**config.mk**
```make
export PLATFORM = sky130hd
export DESIGN_NAME = processing_element_ms
export DESIGN_NICKNAME = d
export VERILOG_FILES = /design/src/rtl/pe_pkg.sv /design/src/rtl/pe_dot_pipe.sv /design/src/rtl/processing_element_ms.sv
export SDC_FILE = /design/constraint.sdc
export NUM_CORES = 2
export LEC_CHECK = 0
export BUFFER_PORTS_ARGS = -buffer_cell sky130_fd_sc_hd__buf_2
export CAP_MARGIN = 40
export CORE_MARGIN = 5
export CORE_UTILIZATION = 63
export CTS_CLUSTER_DIAMETER = 150
export CTS_CLUSTER_SIZE = 12
export DETAILED_ROUTE_END_ITERATION = 8
export GPL_TIMING_DRIVEN = 0
export PLACE_DENSITY = 0.82
export SYNTH_ARGS = -nofsm -noshare
export SYNTH_HDL_FRONTEND = slang
export SYNTH_SLANG_ARGS = --single-unit
```
**constraint.sdc**
```tcl
create_clock -name clk -period 10.33 [get_ports clk]
set_input_delay 2.066 -clock clk [delete_from_list [all_inputs] [get_ports clk]]
set_output_delay 2.066 -clock clk [all_outputs]
set_load 0.005 [all_outputs]
```
**src/rtl/pe_pkg.sv**
```systemverilog
// Shared types for the multi-lane processing element.
// Slot sideband, mode encoding and product-width helper.
package pe_pkg;

  typedef enum logic {
    PE_MODE_OS = 1'b0,
    PE_MODE_WS = 1'b1
  } pe_mode_e;

  // Partial-sum width carried with each slot.
  localparam int PE_PSUM_W = 48;

  typedef struct packed {
    logic                 valid;
    pe_mode_e             mode;
    logic [PE_PSUM_W-1:0] psum;
  } pe_side_t;

  function automatic int pe_prod_w(input int wa, input int wb);
    return wa + wb;
  endfunction

endpackage

```
**src/rtl/pe_dot_pipe.sv**
```systemverilog
// Stall-able LANES-wide dot-product pipeline with slot sideband.
// Optional zero gating under PE_ZERO_GATING_EN.
module pe_dot_pipe
  import pe_pkg::*;
#(
  parameter int WIDTH_A   = 16,
  parameter int WIDTH_B   = 16,
  parameter int WIDTH_MAC = 48,
  parameter int LANES     = 2,
  parameter int STAGE     = 3,
  parameter int SIGNED    = 0
) (
  input  logic                       clk,
  input  logic                       clr,
  input  logic                       en,
  input  logic [LANES*WIDTH_A-1:0]   act,
  input  logic [LANES*WIDTH_B-1:0]   wei,
  input  pe_side_t                   side_in,
  output logic [WIDTH_MAC-1:0]       dot,
  output pe_side_t                   side_out
);

  localparam int PW = pe_prod_w(WIDTH_A, WIDTH_B);

  logic [LANES*WIDTH_A-1:0]          a_q;
  logic [LANES*WIDTH_B-1:0]          w_q;
  logic [LANES-1:0]                  zm;
  logic [LANES-1:0][WIDTH_MAC-1:0]   terms;
  logic [WIDTH_MAC-1:0]              dot_c;
  pe_side_t                          side_q [STAGE];

  function automatic logic [WIDTH_MAC-1:0] ext(
    input logic [PW-1:0] v,
    input logic          s
  );
    logic [WIDTH_MAC-1:0] r;
    r        = {WIDTH_MAC{s}};
    r[PW-1:0] = v;
    return r;
  endfunction

`ifdef PE_ZERO_GATING_EN
  logic [LANES-1:0] z_q;

  // Zero lanes keep their old operands; the flag masks the term.
  always_ff @(posedge clk) begin
    if (clr) begin
      a_q <= '0;
      w_q <= '0;
      z_q <= '0;
    end else if (en) begin
      for (int l = 0; l < LANES; l++) begin
        z_q[l] <= (act[l*WIDTH_A +: WIDTH_A] == '0) ||
                  (wei[l*WIDTH_B +: WIDTH_B] == '0);
        if ((act[l*WIDTH_A +: WIDTH_A] != '0) &&
            (wei[l*WIDTH_B +: WIDTH_B] != '0)) begin
          a_q[l*WIDTH_A +: WIDTH_A] <= act[l*WIDTH_A +: WIDTH_A];
          w_q[l*WIDTH_B +: WIDTH_B] <= wei[l*WIDTH_B +: WIDTH_B];
        end
      end
    end
  end

  assign zm = z_q;
`else
  always_ff @(posedge clk) begin
    if (clr) begin
      a_q <= '0;
      w_q <= '0;
    end else if (en) begin
      a_q <= act;
      w_q <= wei;
    end
  end

  assign zm = '0;
`endif

  for (genvar l = 0; l < LANES; l++) begin : g_lane
    logic [PW-1:0] ax;
    logic [PW-1:0] wx;
    logic [PW-1:0] p;
    logic [PW-1:0] pm;
    if (SIGNED != 0) begin : g_s
      assign ax = {{WIDTH_B{a_q[l*WIDTH_A+WIDTH_A-1]}},
                   a_q[l*WIDTH_A +: WIDTH_A]};
      assign wx = {{WIDTH_A{w_q[l*WIDTH_B+WIDTH_B-1]}},
                   w_q[l*WIDTH_B +: WIDTH_B]};
    end else begin : g_u
      assign ax = {{WIDTH_B{1'b0}}, a_q[l*WIDTH_A +: WIDTH_A]};
      assign wx = {{WIDTH_A{1'b0}}, w_q[l*WIDTH_B +: WIDTH_B]};
    end
    assign p        = ax * wx;
    assign pm       = zm[l] ? '0 : p;
    assign terms[l] = ext(pm, (SIGNED != 0) && pm[PW-1]);
  end

  always_comb begin
    dot_c = '0;
    for (int l = 0; l < LANES; l++) begin
      dot_c = dot_c + terms[l];
    end
  end

  always_ff @(posedge clk) begin
    if (clr) begin
      for (int s = 0; s < STAGE; s++) begin
        side_q[s] <= '0;
      end
    end else if (en) begin
      side_q[0] <= side_in;
      for (int s = 1; s < STAGE; s++) begin
        side_q[s] <= side_q[s-1];
      end
    end
  end

  assign side_out = side_q[STAGE-1];

  if (STAGE == 1) begin : g_flat
    assign dot = dot_c;
  end else begin : g_chain
    logic [WIDTH_MAC-1:0] dq [STAGE-1];
    always_ff @(posedge clk) begin
      if (clr) begin
        for (int s = 0; s < STAGE-1; s++) begin
          dq[s] <= '0;
        end
      end else if (en) begin
        dq[0] <= dot_c;
        for (int s = 1; s < STAGE-1; s++) begin
          dq[s] <= dq[s-1];
        end
      end
    end
    assign dot = dq[STAGE-2];
  end

endmodule

```
**src/rtl/processing_element_ms.sv**
```systemverilog
// Multi-mode (OS/WS) multi-lane systolic processing element.
// Build option: PE_ZERO_GATING_EN enables lane zero gating.
module processing_element_ms
  import pe_pkg::*;
#(
  parameter int WIDTH_A   = 16,
  parameter int WIDTH_B   = 16,
  parameter int WIDTH_MAC = 48,
  parameter int LANES     = 2,
  parameter int STAGE     = 3,
  parameter int SIGNED    = 0
) (
  input  logic                       clk,
  input  logic                       rst,
  input  logic [LANES*WIDTH_A-1:0]   act,
  input  logic [LANES*WIDTH_B-1:0]   wei,
  input  logic [WIDTH_MAC-1:0]       MAC_IN,
  input  logic                       mode,
  input  logic                       pipeline_en,
  input  logic                       reg_clear,
  input  logic                       cell_en,
  input  logic                       wei_load,
  input  logic                       cscan_en,
  output logic [LANES*WIDTH_A-1:0]   act_out,
  output logic [LANES*WIDTH_B-1:0]   wei_out,
  output logic                       cell_out,
  output logic [WIDTH_MAC-1:0]       MAC_out,
  output logic                       out_valid,
  output logic                       ovf
);

  if (WIDTH_MAC <
      pe_prod_w(WIDTH_A, WIDTH_B) + $clog2(LANES)) begin : g_chk_w
    $error("WIDTH_MAC too narrow for LANES products");
  end
  if (WIDTH_MAC > PE_PSUM_W) begin : g_chk_p
    $error("WIDTH_MAC exceeds slot partial-sum width");
  end
  if (LANES < 1 || STAGE < 1) begin : g_chk_l
    $error("LANES and STAGE must be at least 1");
  end

  localparam int M = WIDTH_MAC;

  logic                      clr;
  pe_mode_e                  mode_e;
  logic [LANES*WIDTH_B-1:0]  wst_q;
  logic [LANES*WIDTH_B-1:0]  w_src;
  pe_side_t                  side_in;
  pe_side_t                  ts;
  logic [M-1:0]              dot;
  logic [M-1:0]              addend;
  logic [M:0]                sum_w;
  logic [M-1:0]              sum;
  logic                      ov;
  logic                      take;

  assign clr    = rst || reg_clear;
  assign mode_e = pe_mode_e'(mode);

  // A concurrent load feeds the new weight straight into the capture.
  assign w_src = (mode_e == PE_MODE_WS && !wei_load) ? wst_q : wei;

  always_comb begin
    side_in       = '0;
    side_in.valid = cell_en;
    side_in.mode  = mode_e;
    if (mode_e == PE_MODE_WS) begin
      side_in.psum[M-1:0] = MAC_IN;
    end
  end

  pe_dot_pipe #(
    .WIDTH_A   (WIDTH_A),
    .WIDTH_B   (WIDTH_B),
    .WIDTH_MAC (WIDTH_MAC),
    .LANES     (LANES),
    .STAGE     (STAGE),
    .SIGNED    (SIGNED)
  ) u_pipe (
    .clk      (clk),
    .clr      (clr),
    .en       (pipeline_en),
    .act      (act),
    .wei      (w_src),
    .side_in  (side_in),
    .dot      (dot),
    .side_out (ts)
  );

  assign addend = (ts.mode == PE_MODE_WS) ? ts.psum[M-1:0] : MAC_out;
  assign sum_w  = {1'b0, addend} + {1'b0, dot};
  assign sum    = sum_w[M-1:0];
  assign ov     = (SIGNED != 0)
                ? ((addend[M-1] == dot[M-1]) && (sum[M-1] != addend[M-1]))
                : sum_w[M];
  // An OS slot meeting a scan shift is dropped.
  assign take   = ts.valid && (ts.mode == PE_MODE_WS || !cscan_en);

  always_ff @(posedge clk) begin
    if (clr) begin
      act_out   <= '0;
      wei_out   <= '0;
      wst_q     <= '0;
      cell_out  <= 1'b0;
      MAC_out   <= '0;
      out_valid <= 1'b0;
      ovf       <= 1'b0;
    end else if (pipeline_en) begin
      cell_out  <= cell_en;
      out_valid <= 1'b0;
      if (cell_en) begin
        act_out <= act;
      end
      if ((cell_en && mode_e == PE_MODE_OS) || wei_load) begin
        wei_out <= wei;
      end
      if (wei_load) begin
        wst_q <= wei;
      end
      if (take) begin
        MAC_out   <= sum;
        out_valid <= 1'b1;
        if (ov) begin
          ovf <= 1'b1;
        end
      end else if (cscan_en) begin
        MAC_out   <= MAC_IN;
        out_valid <= 1'b1;
      end
    end
  end

endmodule

```
### Yosys cells after proc, flatten, opt, wreduce, memory -nomap -nowiden

Memories as Yosys holds them, arrays and structs flattened.
Index checks and enable logic that the tools add are counted.

| storage, ports and cells | value |
|---|---|
| input bits | 120 |
| RAM bits | 246 |
| output and inout bits | 115 |
| bits in registers | 211 |
| memories kept | 2 |
| logic and storage cells | 52 |

| operators by class | value |
|---|---|
| reductions and logical operators | 14 |
| multiplexer cells | 17 |
| add/sub/neg operators | 2 |
| bitwise gates (word level) | 6 |
| multipliers | 2 |

Memories:

| name | words | bits a word | read ports | clocked after memory_dff | write ports | RTL line | text |
|---|---|---|---|---|---|---|---|
| u_pipe.side_q | 3 | 50 | 3 | 0 | 3 | pe_dot_pipe.sv:30 | `pe_side_t side_q [STAGE];` |
| u_pipe.g_chain.dq | 2 | 48 | 2 | 0 | 2 | pe_dot_pipe.sv:123 | `logic [WIDTH_MAC-1:0] dq [STAGE-1];` |

Operator list:

| cell | number |
|---|---|
| two-way mux 48 bit | 6 |
| two-way mux 50 bit | 3 |
| multiplier 16 x 16 -> 32 bit | 2 |
| adder 48 x 48 -> 49 bit | 1 |
| adder 32 x 32 -> 33 bit | 1 |
| two-way mux 32 bit | 1 |
| AND reduction 2 bit | 4 |
| two-way mux 1 bit | 7 |
| OR 1 bit | 5 |
| logical AND 1 bit | 3 |
| logical OR 1 bit | 3 |
| AND reduction 3 bit | 1 |
| logical NOT 1 bit | 2 |
| nonzero test 2 bit | 1 |
| inverter 1 bit | 1 |

### Longest topological paths before layout

| depth | value |
|---|---|
| depth after elaboration | 5 |
| depth in mapped cells | 27 |
| depth with buffers taken out | 26 |

### Cells and area by module

Synthesis repeated with hierarchy kept, for this count alone.

| unflattened totals | value |
|---|---|
| cells, all modules | 3934 |
| area total of the unflattened synthesis | 37942.6 um2 |

Modules (own cells, without submodules):

| module | cells an instance | times used | area each (um2) | seq. area each (um2) |
|---|---|---|---|---|
| pe_dot_pipe | 2703 | 1 | 28486.1 | 7767.4 |
| processing_element_ms | 1231 | 1 | 9456.6 | 2942.8 |

### Worst setup path before layout

Ideal clock, no wire load.

| path | value |
|---|---|
| path kind | in2reg |
| start | input pipeline_en |
| end | memory u_pipe.g_chain.dq[0][0], enable pin |
| data required time | 9739 ps |
| arrival time | 7253 ps |
| slack | 2485 ps |
| stages on the path | 3 |
| cell sequence | clkbuf_1 > clkbuf_1 > or3_1 |

RTL lines:

| what | RTL line | text |
|---|---|---|
| start, declared | processing_element_ms.sv:19 | `input logic pipeline_en,` |
| end, declared | pe_dot_pipe.sv:123 |  |

==> impl_metrics.yaml <==
status:
  outcome: "complete, no violations"
drt:
  drc: 0
  drt-vias-per-instance: 5.75
  routed_wl_mm: 98.9
  vias: 27300
  first_pass_iters: 6
  drtAntennaViolNets: 0
  first_iter_violations: 2110
  routedWlPerCell_um: 20.8
sta:
  hold_viol_final: 0
  rsz0062_at_grt: "no"
  drv_slew: 0
  fin_crit_ns: 8.25
  skew_ns: 0.0395
  hold_ws_ns: 0.449
  worst_slew_pin_slew_ns: 0.923
  timing.slew.headroom_pct: 38.5
  fin_crit_sh_pct: 79.9
  layout_setup_ws_ns: 2.08
  max_freq_mhz: 121
  finalSetupViolations: 0
placement:
  placed_cells: 4689
  gp_congestion: 1.02
  io_buffer_count: 234
  place_ws_ns: 2.30
  hpwl_mm: 80.3
floorplanning:
  die_w_um: 249
  num_rows: 87
  coreArea_um2: 56500
  initial_core_util_pct: 63.8
  io_pins: 235
  dieArea_um2: 62100
  dieHeight_um: 249
clocking:
  cts_made_buffers: 41
  cts_root_buf: "clkbuf_16"
  ctsResizeCount: 0
  path_clk_slew_ns: 0.06
  cts_sinks: 427
  clkLatencyLatePin_ns: 0.60
  post_cts_buffers: 0
  cts_tree: "done"
  clock_path_buffers: 3
  ctsHoldBuffers: 0
  htreeDepth: 2
worst_hold_path:
  holdCritPathClass: "flip-flop to flip-flop"
power_and_ir_drop:
  pwr_density_cell_nw_per_um2: 96.2
  irDropWorstVdd_v: 0.000117
  leakagePower_uw: 0.0192
  pwr-share-clk_pct: 36.6
  internal_power_uw: 2770
  pwr-share-comb_pct: 13.6
  seqPwrFrac_pct: 49.8
  p_sw_uw: 1040
  swShare_pct: 27.3
yosys:
  synthDistinctLibCells: 73
  yosysTopAreaCell: "fa_1"
  yosysMostFrequentCell: "inv_1"
  yosysTopAreaCellShare_pct: 24.9
  synth_edf_count: 216
  synth_area_um2: 36000
  seq_area_frac_synth_pct: 29.7
  synth_area_per_cell_um2: 9.78
  synth.cells.most_frequent: "inv_1 (528), nand2_1 (496), fa_1 (449)"
  synthCells: 3684
  synth_ff_type: "edfxtp_1"
  ys_ff_latch: 427
  ys.warnings.count: 0
  synthTopCellsByArea: "fa_1 (25%), edfxtp_1 (18%), dfxtp_1 (12%)"
  synthesis.nets: 4487
  synth-async-reset-ratio_pct: 0
run:
  cap_violations: 0
finish:
  fill_cells: 4264
  stdcell_count: 4754
  fin_nets: 4779
  drive_gt1_share_pct: 9.28
  syn_to_final_growth_pct: 9.75
critical_path:
  required_ns: 10.64
  slowest_delay_ns: 0.70
  crit_family: "adder cells"
  endpoint_kind: "flip-flop"
  path_buf_inv: 8
  critPathSlowestCell: "dfxtp_1"
  critPathArrivalTime_ns: 8.56
  worstPathMaxFanout: 10
  crit_type: "flip-flop to flip-flop"
  critPathLaunchType: "flip-flop"
  crit_top_cell: "fa_1"
global_routing:
  grt_util_all_layers_pct: 31.9
  antenna_found_initial: 1
  grt_pass1_vias: 28100
  grt.overflow.total: 0
  grt_max_degree: 64
  grt_pass1_wl_mm: 157
cell families after synthesis:
kind of cell / count (synthesis) / synth area share [%]
xor gates and xnor gates: 70 / 1.70
and+or+nand+nor: 1232 / 17.0
muxes: 112 / 3.23
adders and majority gates: 683 / 33.1
DFF: 427 / 29.7
AOI/OAI and AO/OA: 432 / 7.58
buffers and inverters: 728 / 7.69
registers in the layout, indices dropped and copies added, names as in the netlist:
name	cells
MAC_out	48
wei_out	32
u_pipe.g_chain.dq	66
out_valid	1
ovf	1
u_pipe.a_q	32
cell_out	1
u_pipe.side_q	150
u_pipe.w_q	32
act_out	32
wst_q	32
metrics by stage:
step	util [%]	setup TNS (ns)	instance area (um2)	total power, uW
after detailed placement	67.9	0	38400	2440
after floorplan	-	0	36000	2220
final	70.0	0	39500	3800
after global placement	67.5	-107.50	38200	2430
after CTS	70.0	0	39500	3820
after global routing	70.0	0	39500	3950
worst register-to-register path, delay by kind of cell, from the launching register on:
kind                       cells  cell delay [ns]
AOI/OAI and AO/OA              3             0.83
and+or+nand+nor                4             0.72
xor gates and xnor gates       1             0.16
buffers and inverters          8             1.30
adders and majority gates      9             4.30
DFF                            1             0.70
cell type report:
type,count,area (um2),area share (%)
Inverter,528,1980,5.01
Timing Repair Buffer,249,1390,3.52
Antenna cell,1,2.50,0.00633
Tap cell,756,946,2.39
Clock inverter,4,60.1,0.152
Buffer,200,788,1.99
Multi-Input combinational cell,2529,22600,57.0
Sequential cell,427,10700,27.1
Clock buffer,60,1110,2.80
power by group through the flow:
stage	sequential [uW]	clock, uW	combinational (uW)
global route	1900	1480	569
CTS	1890	1420	511
floorplan	1910	0	315
finish	1890	1390	518
global placement	1930	0	491
detailed placement	1930	0	508
worst paths after layout:
path / from / to / cells after the start / slack (ns)
worst max-delay path: u_pipe.a_q[14] / u_pipe.g_chain.dq[0][31] / 25 / 2.08
worst min-delay path: wei_out[20] / wei_out[20] / 2 / 0.45
worst max register to register: u_pipe.a_q[14] / u_pipe.g_chain.dq[0][31] / 25 / 2.08
worst min register to register: wei_out[20] / wei_out[20] / 2 / 0.45
placed cells by master (no fill, tap or decap), drive strengths merged, types with 17 or more instances in the layout:
| cell | netlist | layout |
|---|---|---|
| inv | 528 | 529 |
| nand2 | 496 | 496 |
| fa | 449 | 449 |
| and2 | 355 | 355 |
| buf | 23 | 272 |
| clkbuf | 177 | 237 |
| ha | 234 | 234 |
| edfxtp | 216 | 216 |
| dfxtp | 211 | 211 |
| a21oi | 191 | 191 |
| and3 | 146 | 146 |
| nor2 | 139 | 139 |
| mux2i | 78 | 78 |
| o21ai | 72 | 72 |
| xnor2 | 41 | 41 |
| a211oi | 40 | 40 |
| mux2 | 34 | 34 |
| xor2 | 29 | 29 |
| a21o | 20 | 20 |
| a311oi | 19 | 19 |
| nand3 | 18 | 18 |
| o21bai | 18 | 18 |
| a31oi | 17 | 17 |
metal layers:
layer / global-route usage, % / vias up / wire (um)
met2: 53.6 / 1228 / 47100
met1: 41.2 / 13400 / 38100
li1: - / 12400 / -
met5: 0 / - / 20
met3: 6.05 / 275 / 8820
met4: 13.0 / 2 / 4850
(Power assumes the default switching activity.)
